--- src/rtl/div_unit.sv ---
// Multi-cycle RV32M divider (DIV/DIVU/REM/REMU): restoring division, one
// quotient bit per clock, with sign fix-up and single-cycle special cases.
module div_unit #(
  parameter int unsigned DATA_WIDTH = 32
) (
  input  logic                  clk,
  input  logic                  rst_n,
  input  logic                  start,
  input  logic [1:0]            op,
  input  logic [DATA_WIDTH-1:0] dividend,
  input  logic [DATA_WIDTH-1:0] divisor,
  output logic                  busy,
  output logic                  done,
  output logic [DATA_WIDTH-1:0] result
);

  localparam int unsigned W  = DATA_WIDTH;
  localparam int unsigned CW = $clog2(DATA_WIDTH + 1);

  typedef enum logic [1:0] {IDLE, CALC, FIN} state_t;

  state_t         state_q, state_d;
  logic           busy_q, busy_d;
  logic           done_q, done_d;
  logic [W-1:0]   result_q, result_d;
  logic           rem_sel_q, rem_sel_d;
  logic           qneg_q, qneg_d;
  logic           rneg_q, rneg_d;
  logic [W-1:0]   dvs_q, dvs_d;
  logic [W-1:0]   rem_q, rem_d;
  logic [W-1:0]   quo_q, quo_d;
  logic [CW-1:0]  cnt_q, cnt_d;

  logic           a_neg, b_neg, ovf, ge;
  logic [W:0]     rem_sh;
  logic [W-1:0]   trial;

  // State and datapath registers
  always_ff @(posedge clk or negedge rst_n) begin
    if (!rst_n) begin
      state_q   <= IDLE;
      busy_q    <= 1'b0;
      done_q    <= 1'b0;
      result_q  <= '0;
      rem_sel_q <= 1'b0;
      qneg_q    <= 1'b0;
      rneg_q    <= 1'b0;
      dvs_q     <= '0;
      rem_q     <= '0;
      quo_q     <= '0;
      cnt_q     <= '0;
    end else begin
      state_q   <= state_d;
      busy_q    <= busy_d;
      done_q    <= done_d;
      result_q  <= result_d;
      rem_sel_q <= rem_sel_d;
      qneg_q    <= qneg_d;
      rneg_q    <= rneg_d;
      dvs_q     <= dvs_d;
      rem_q     <= rem_d;
      quo_q     <= quo_d;
      cnt_q     <= cnt_d;
    end
  end

  // Next-state and datapath logic
  always_comb begin
    state_d   = state_q;
    busy_d    = busy_q;
    done_d    = 1'b0;
    result_d  = result_q;
    rem_sel_d = rem_sel_q;
    qneg_d    = qneg_q;
    rneg_d    = rneg_q;
    dvs_d     = dvs_q;
    rem_d     = rem_q;
    quo_d     = quo_q;
    cnt_d     = cnt_q;

    a_neg  = ~op[0] & dividend[W-1];
    b_neg  = ~op[0] & divisor[W-1];
    ovf    = ~op[0] && (dividend == {1'b1, {(W-1){1'b0}}}) && (divisor == '1);
    rem_sh = {rem_q, quo_q[W-1]};
    ge     = rem_sh >= {1'b0, dvs_q};
    // When ge holds the true difference is below dvs_q, so W bits suffice
    trial  = rem_sh[W-1:0] - dvs_q;

    case (state_q)
      IDLE: begin
        if (done_q) busy_d = 1'b0;
        if (start && !busy_q) begin
          busy_d    = 1'b1;
          rem_sel_d = op[1];
          cnt_d     = '0;
          dvs_d     = b_neg ? -divisor : divisor;
          if (divisor == '0) begin
            // Final values are loaded directly; sign fix disabled
            quo_d   = '1;
            rem_d   = dividend;
            qneg_d  = 1'b0;
            rneg_d  = 1'b0;
            state_d = FIN;
          end else if (ovf) begin
            quo_d   = {1'b1, {(W-1){1'b0}}};
            rem_d   = '0;
            qneg_d  = 1'b0;
            rneg_d  = 1'b0;
            state_d = FIN;
          end else begin
            quo_d   = a_neg ? -dividend : dividend;
            rem_d   = '0;
            qneg_d  = a_neg ^ b_neg;
            rneg_d  = a_neg;
            state_d = CALC;
          end
        end
      end
      CALC: begin
        if (ge) begin
          rem_d = trial;
          quo_d = {quo_q[W-2:0], 1'b1};
        end else begin
          rem_d = rem_sh[W-1:0];
          quo_d = {quo_q[W-2:0], 1'b0};
        end
        cnt_d = cnt_q + CW'(1);
        if (cnt_q == CW'(W - 1)) state_d = FIN;
      end
      FIN: begin
        if (rem_sel_q) result_d = rneg_q ? -rem_q : rem_q;
        else           result_d = qneg_q ? -quo_q : quo_q;
        done_d  = 1'b1;
        state_d = IDLE;
      end
      default: state_d = IDLE;
    endcase
  end

  assign busy   = busy_q;
  assign done   = done_q;
  assign result = result_q;

endmodule

--- config.mk ---
export PLATFORM = sky130hd
export DESIGN_NAME = div_unit
export DESIGN_NICKNAME = d
export VERILOG_FILES = /design/src/rtl/div_unit.sv
export SDC_FILE = /design/constraint.sdc
export NUM_CORES = 1
export LEC_CHECK = 0
export CAP_MARGIN = 10
export CELL_PAD_IN_SITES_DETAIL_PLACEMENT = 0
export CELL_PAD_IN_SITES_GLOBAL_PLACEMENT = 1
export CORE_MARGIN = 3
export CORE_UTILIZATION = 40
export CTS_CLUSTER_SIZE = 12
export DETAILED_ROUTE_END_ITERATION = 8
export GPL_ROUTABILITY_DRIVEN = 0
export GPL_TIMING_DRIVEN = 0
export PLACE_DENSITY = 0.8
export SYNTH_ARGS = -nofsm -noshare
export SYNTH_HDL_FRONTEND = slang
export SYNTH_SLANG_ARGS = --single-unit
--- constraint.sdc ---
create_clock -name clk -period 2.9 [get_ports clk]
set_clock_uncertainty 0.2 [all_clocks]
set_input_delay 0.58 -clock clk [delete_from_list [all_inputs] [get_ports clk]]
set_output_delay 0.58 -clock clk [all_outputs]
set_load 0.005 [all_outputs]
==> run summary <==
Post-synth EDFFs -> 0
Pwr/cell area -> 1080 mW/mm^2
Share of cells above drive strength 1 -> 17.2%
Peak Freq -> 310 MHz
CTS tree -> done
Top cells by area, synth -> dfrtp_1 31%, nand2_1 7.8%, o21ai_0 6.5%
Number of sinks handled by clock tree synthesis -> 141
Final Worst Setup Slack -> -330 ps
Most used standard cell by instance count after synthesis -> nand2_1
Synth Warn # -> 0
Endpoint kind of the worst setup timing path -> register
Lkg Pwr -> 5.91 nW
Average detailed-routed wire length per instance -> 21.6 um
Crit path arrival time -> 3320 ps
Time the final worst path needs with I/O delays and setup -> 3230 ps
Setup repair after global routing missed its margin -> yes
I/O pin total -> 103
Transition time at the pin with the least slew margin -> 877 ps
Clock root buffer -> clkbuf_16
Synthesis-to-finish area growth -> 29.0%
Buffers from clock root to sink, at most -> 2
Worst path cell trace -> inv_4 -> ha_4 -> inv_2 -> fa_2 -> a21o_1 -> a311o_1 -> nand3b_1 -> a211oi_4 -> o21a_1 -> or4_4 -> a21oi_2 -> o31ai_1
Number of search-and-repair iterations in the first detailed-routing pass -> 5
Combined area of the multi-input logic cells -> 0.00789 mm^2
Period Utilization, post-route -> 111%
Die width -> 174 um
Count of input and output buffers -> 102
Yosys cell types -> 84
Total die area -> 0.0303 mm^2
Initial cell density of the core -> 41.4%
NumNets Final -> 1704
Mean post-synth cell area -> 7.88 um^2
Max-slew violation count -> 0
Setup-violating endpoint count in the final report -> 9
Path category of the worst min-delay check -> register to register
Number of DRC violations after detailed routing -> 0
Share of async-settable or async-resettable flops after synthesis -> 100%
Number of logic stages on the critical path including buffering -> 12
Iter 0 DRT Violations -> 1181
Final total power -> 15.8 mW
Post-DRT Antenna Nets -> 0
Outcome -> complete, but fails checks
Cell family with the largest share of critical-path delay -> compound AO/OA/AOI/OAI gates
Worst path buffer plus inverter count -> 2
Initial antenna violation count -> 1
Worst setup timing slack at the placement stage -> -909 ps
Data required time of the critical path -> 2990 ps
Worst-path clk slew -> 70 ps
Average via count per standard cell -> 5.92
Via count of the first global-routing pass -> 11000
Latest clock arrival within the worst-skew pair -> 430 ps
Max Fanout on Critical Path -> 3
Number of H-tree levels -> 4
Total GRT Usage -> 27.0%
Register Area -> 0.00355 mm^2
Placeable core region -> 0.0273 mm^2
CP Class -> register to register
Slew margin rel. -> 41.6%
Synth cell count leaders -> 234 x nand2_1, 146 x o21ai_0, 141 x dfrtp_1, 79 x nor2_1, 79 x xor2_1
Launch instance of the worst register-to-register path -> quo_q[31]
Post-detailed-placement half-perimeter wirelength -> 32.3 mm
Worst hold stages -> 2
Max Cap Violations -> 0
Maximum single-stage delay on the critical path -> 490 ps
Critical path startpoint category -> register
Area share of the largest cell type after synthesis -> 31.2%
Fill cell total of the finished layout -> 2622
Area of the mapped netlist -> 0.0113 mm^2
Vias after detailed routing -> 11700
Crit path from -> quo_q[31]
Inserted Clock Buffers -> 17
Endpoints failing hold -> 0
Fraction of the yosys area taken by sequential cells -> 31.2%
Most frequently used flop master after synthesis -> dfrtp_1
Remaining global-route overflow -> 0
Mapped Cells -> 1434
Total detailed-routing wirelength -> 42.7 mm
Synthesized net count -> 1542
Worst R2R Path Depth -> 12
Cell taking the most area after synthesis -> dfrtp_1
Failing checks -> negative setup slack
Number of register bits inferred by synthesis -> 141
Cell Rows -> 60
Largest net degree at the start of global routing -> 80
Slowest CP cell -> or4_4
Source of the worst hold timing path -> result[18]
Wire length of the first global-routing pass -> 64.0 mm
Maximum resistive drop on vdd -> 506 uV
Vertical die dimension -> 174 um
[state kept, by name (all words and copies together), names as in the netlist]
register and count:
dvs_q 32, quo_q 32, rem_q 32, result 32, cnt_q 6, state_q 2
busy 1, done 1, qneg_q 1, rem_sel_q 1, rneg_q 1
[power by group]
part           leakage (nW)  internal, mW  switching [mW]  total, mW
combinational          3.84          4.10            5.50       9.60
clock                 0.296          1.51           0.926       2.44
sequential             1.77          2.69            1.04       3.73
[worst reg2reg max path, cell delays in order, from the launching register on]
cell      delay [ps]
dfrtp_1          410
inv_4            110
ha_4             150
inv_2             30
fa_2             330
a21o_1           200
a311o_1          360
nand3b_1         220
a211oi_4         110
o21a_1           240
or4_4            490
a21oi_2          170
o31ai_1           80
[layout by cell type (no fill, tap or decap), types with 8 or more instances in the layout]
master	n
nor2_1	73
a31oi_1	29
xnor2_1	58
buf_6	10
dlygate4sd2_1	8
a211oi_2	8
o21ai_0	140
clkbuf_16	17
nand4_1	17
nand2_1	229
nor3_1	25
o21a_1	9
clkdlybuf4s50_1	63
o31ai_1	35
inv_1	48
dfrtp_2	14
and3_1	25
dlymetal6s2s_1	18
buf_4	41
a21oi_1	66
ha_1	15
o21ai_1	39
nand2b_1	15
a211oi_1	22
o41ai_1	15
o21ai_2	14
clkbuf_1	49
ha_4	17
clkbuf_2	15
nand3_1	31
a21oi_2	8
dfrtp_1	127
xor2_1	78
nor4_4	8
buf_2	9
a21o_1	9
[repair_timing]
| action | CTS | global route |
|---|---|---|
| setup endpoints to repair | 90 | 81 |
| setup buffers | 19 | 22 |
| hold buffers | 1 | 0 |
| pin swaps | 26 | 35 |
| resized for setup | 107 | 151 |
| hold endpoints to repair | 60 | 0 |
[routing by layer]
| metal | up-vias | part of all wire, % | GRT usage [%] |
|---|---|---|---|
| li1 | 5479 | - | - |
| met4 | 0 | 3.3 | 9.85 |
| met3 | 93 | 7.1 | 3.47 |
| met1 | 5625 | 42 | 35.9 |
| met2 | 527 | 47 | 44.9 |
| met5 | - | 0 | 0 |
[area by class of cell]
class	count	share of cell area, %
Timing Repair Buffer	145	9.34
Buffer	85	3.31
Antenna cell	1	0.0172
Sequential cell	141	24.3
Clock inverter	9	1.09
Inverter	53	1.38
Clock buffer	23	3.28
Tap cell	372	3.19
Multi-Input combinational cell	1153	54.1
[cell families after synthesis]
logic type | share of synthesized area (%)
muxes | 1.12
xor gates and xnor gates | 10.6
and+or+nand+nor | 22.2
buffers and inverters | 5.56
adders and majority gates | 4.38
DFF | 31.2
AOI/OAI and AO/OA | 24.9
[through the flow]
stage          hold WS, ps  std cells  area [um^2]  util [%]  setup TNS (ps)
2_1_floorplan         84.4       1434        11300         -               0
3_3_place_gp           251       1908        12800      46.8         -753020
3_5_place_dp           257       1909        12800      46.9          -64330
4_1_cts                270       1959        14000      51.1           -1170
5_1_grt                298       1981        14600      53.4           -2070
6_report               263       1982        14600      53.4           -1360
[worst paths after layout]
kind | slack, ps | to
min in group asynchronous | 500 | result[9]
min | 260 | result[18]
max in group asynchronous | 1160 | rem_q[18]
max reg2reg | -330 | rem_q[28]
max | -330 | rem_q[28]
min reg2reg | 260 | result[18]
(Power assumes the default switching activity.)
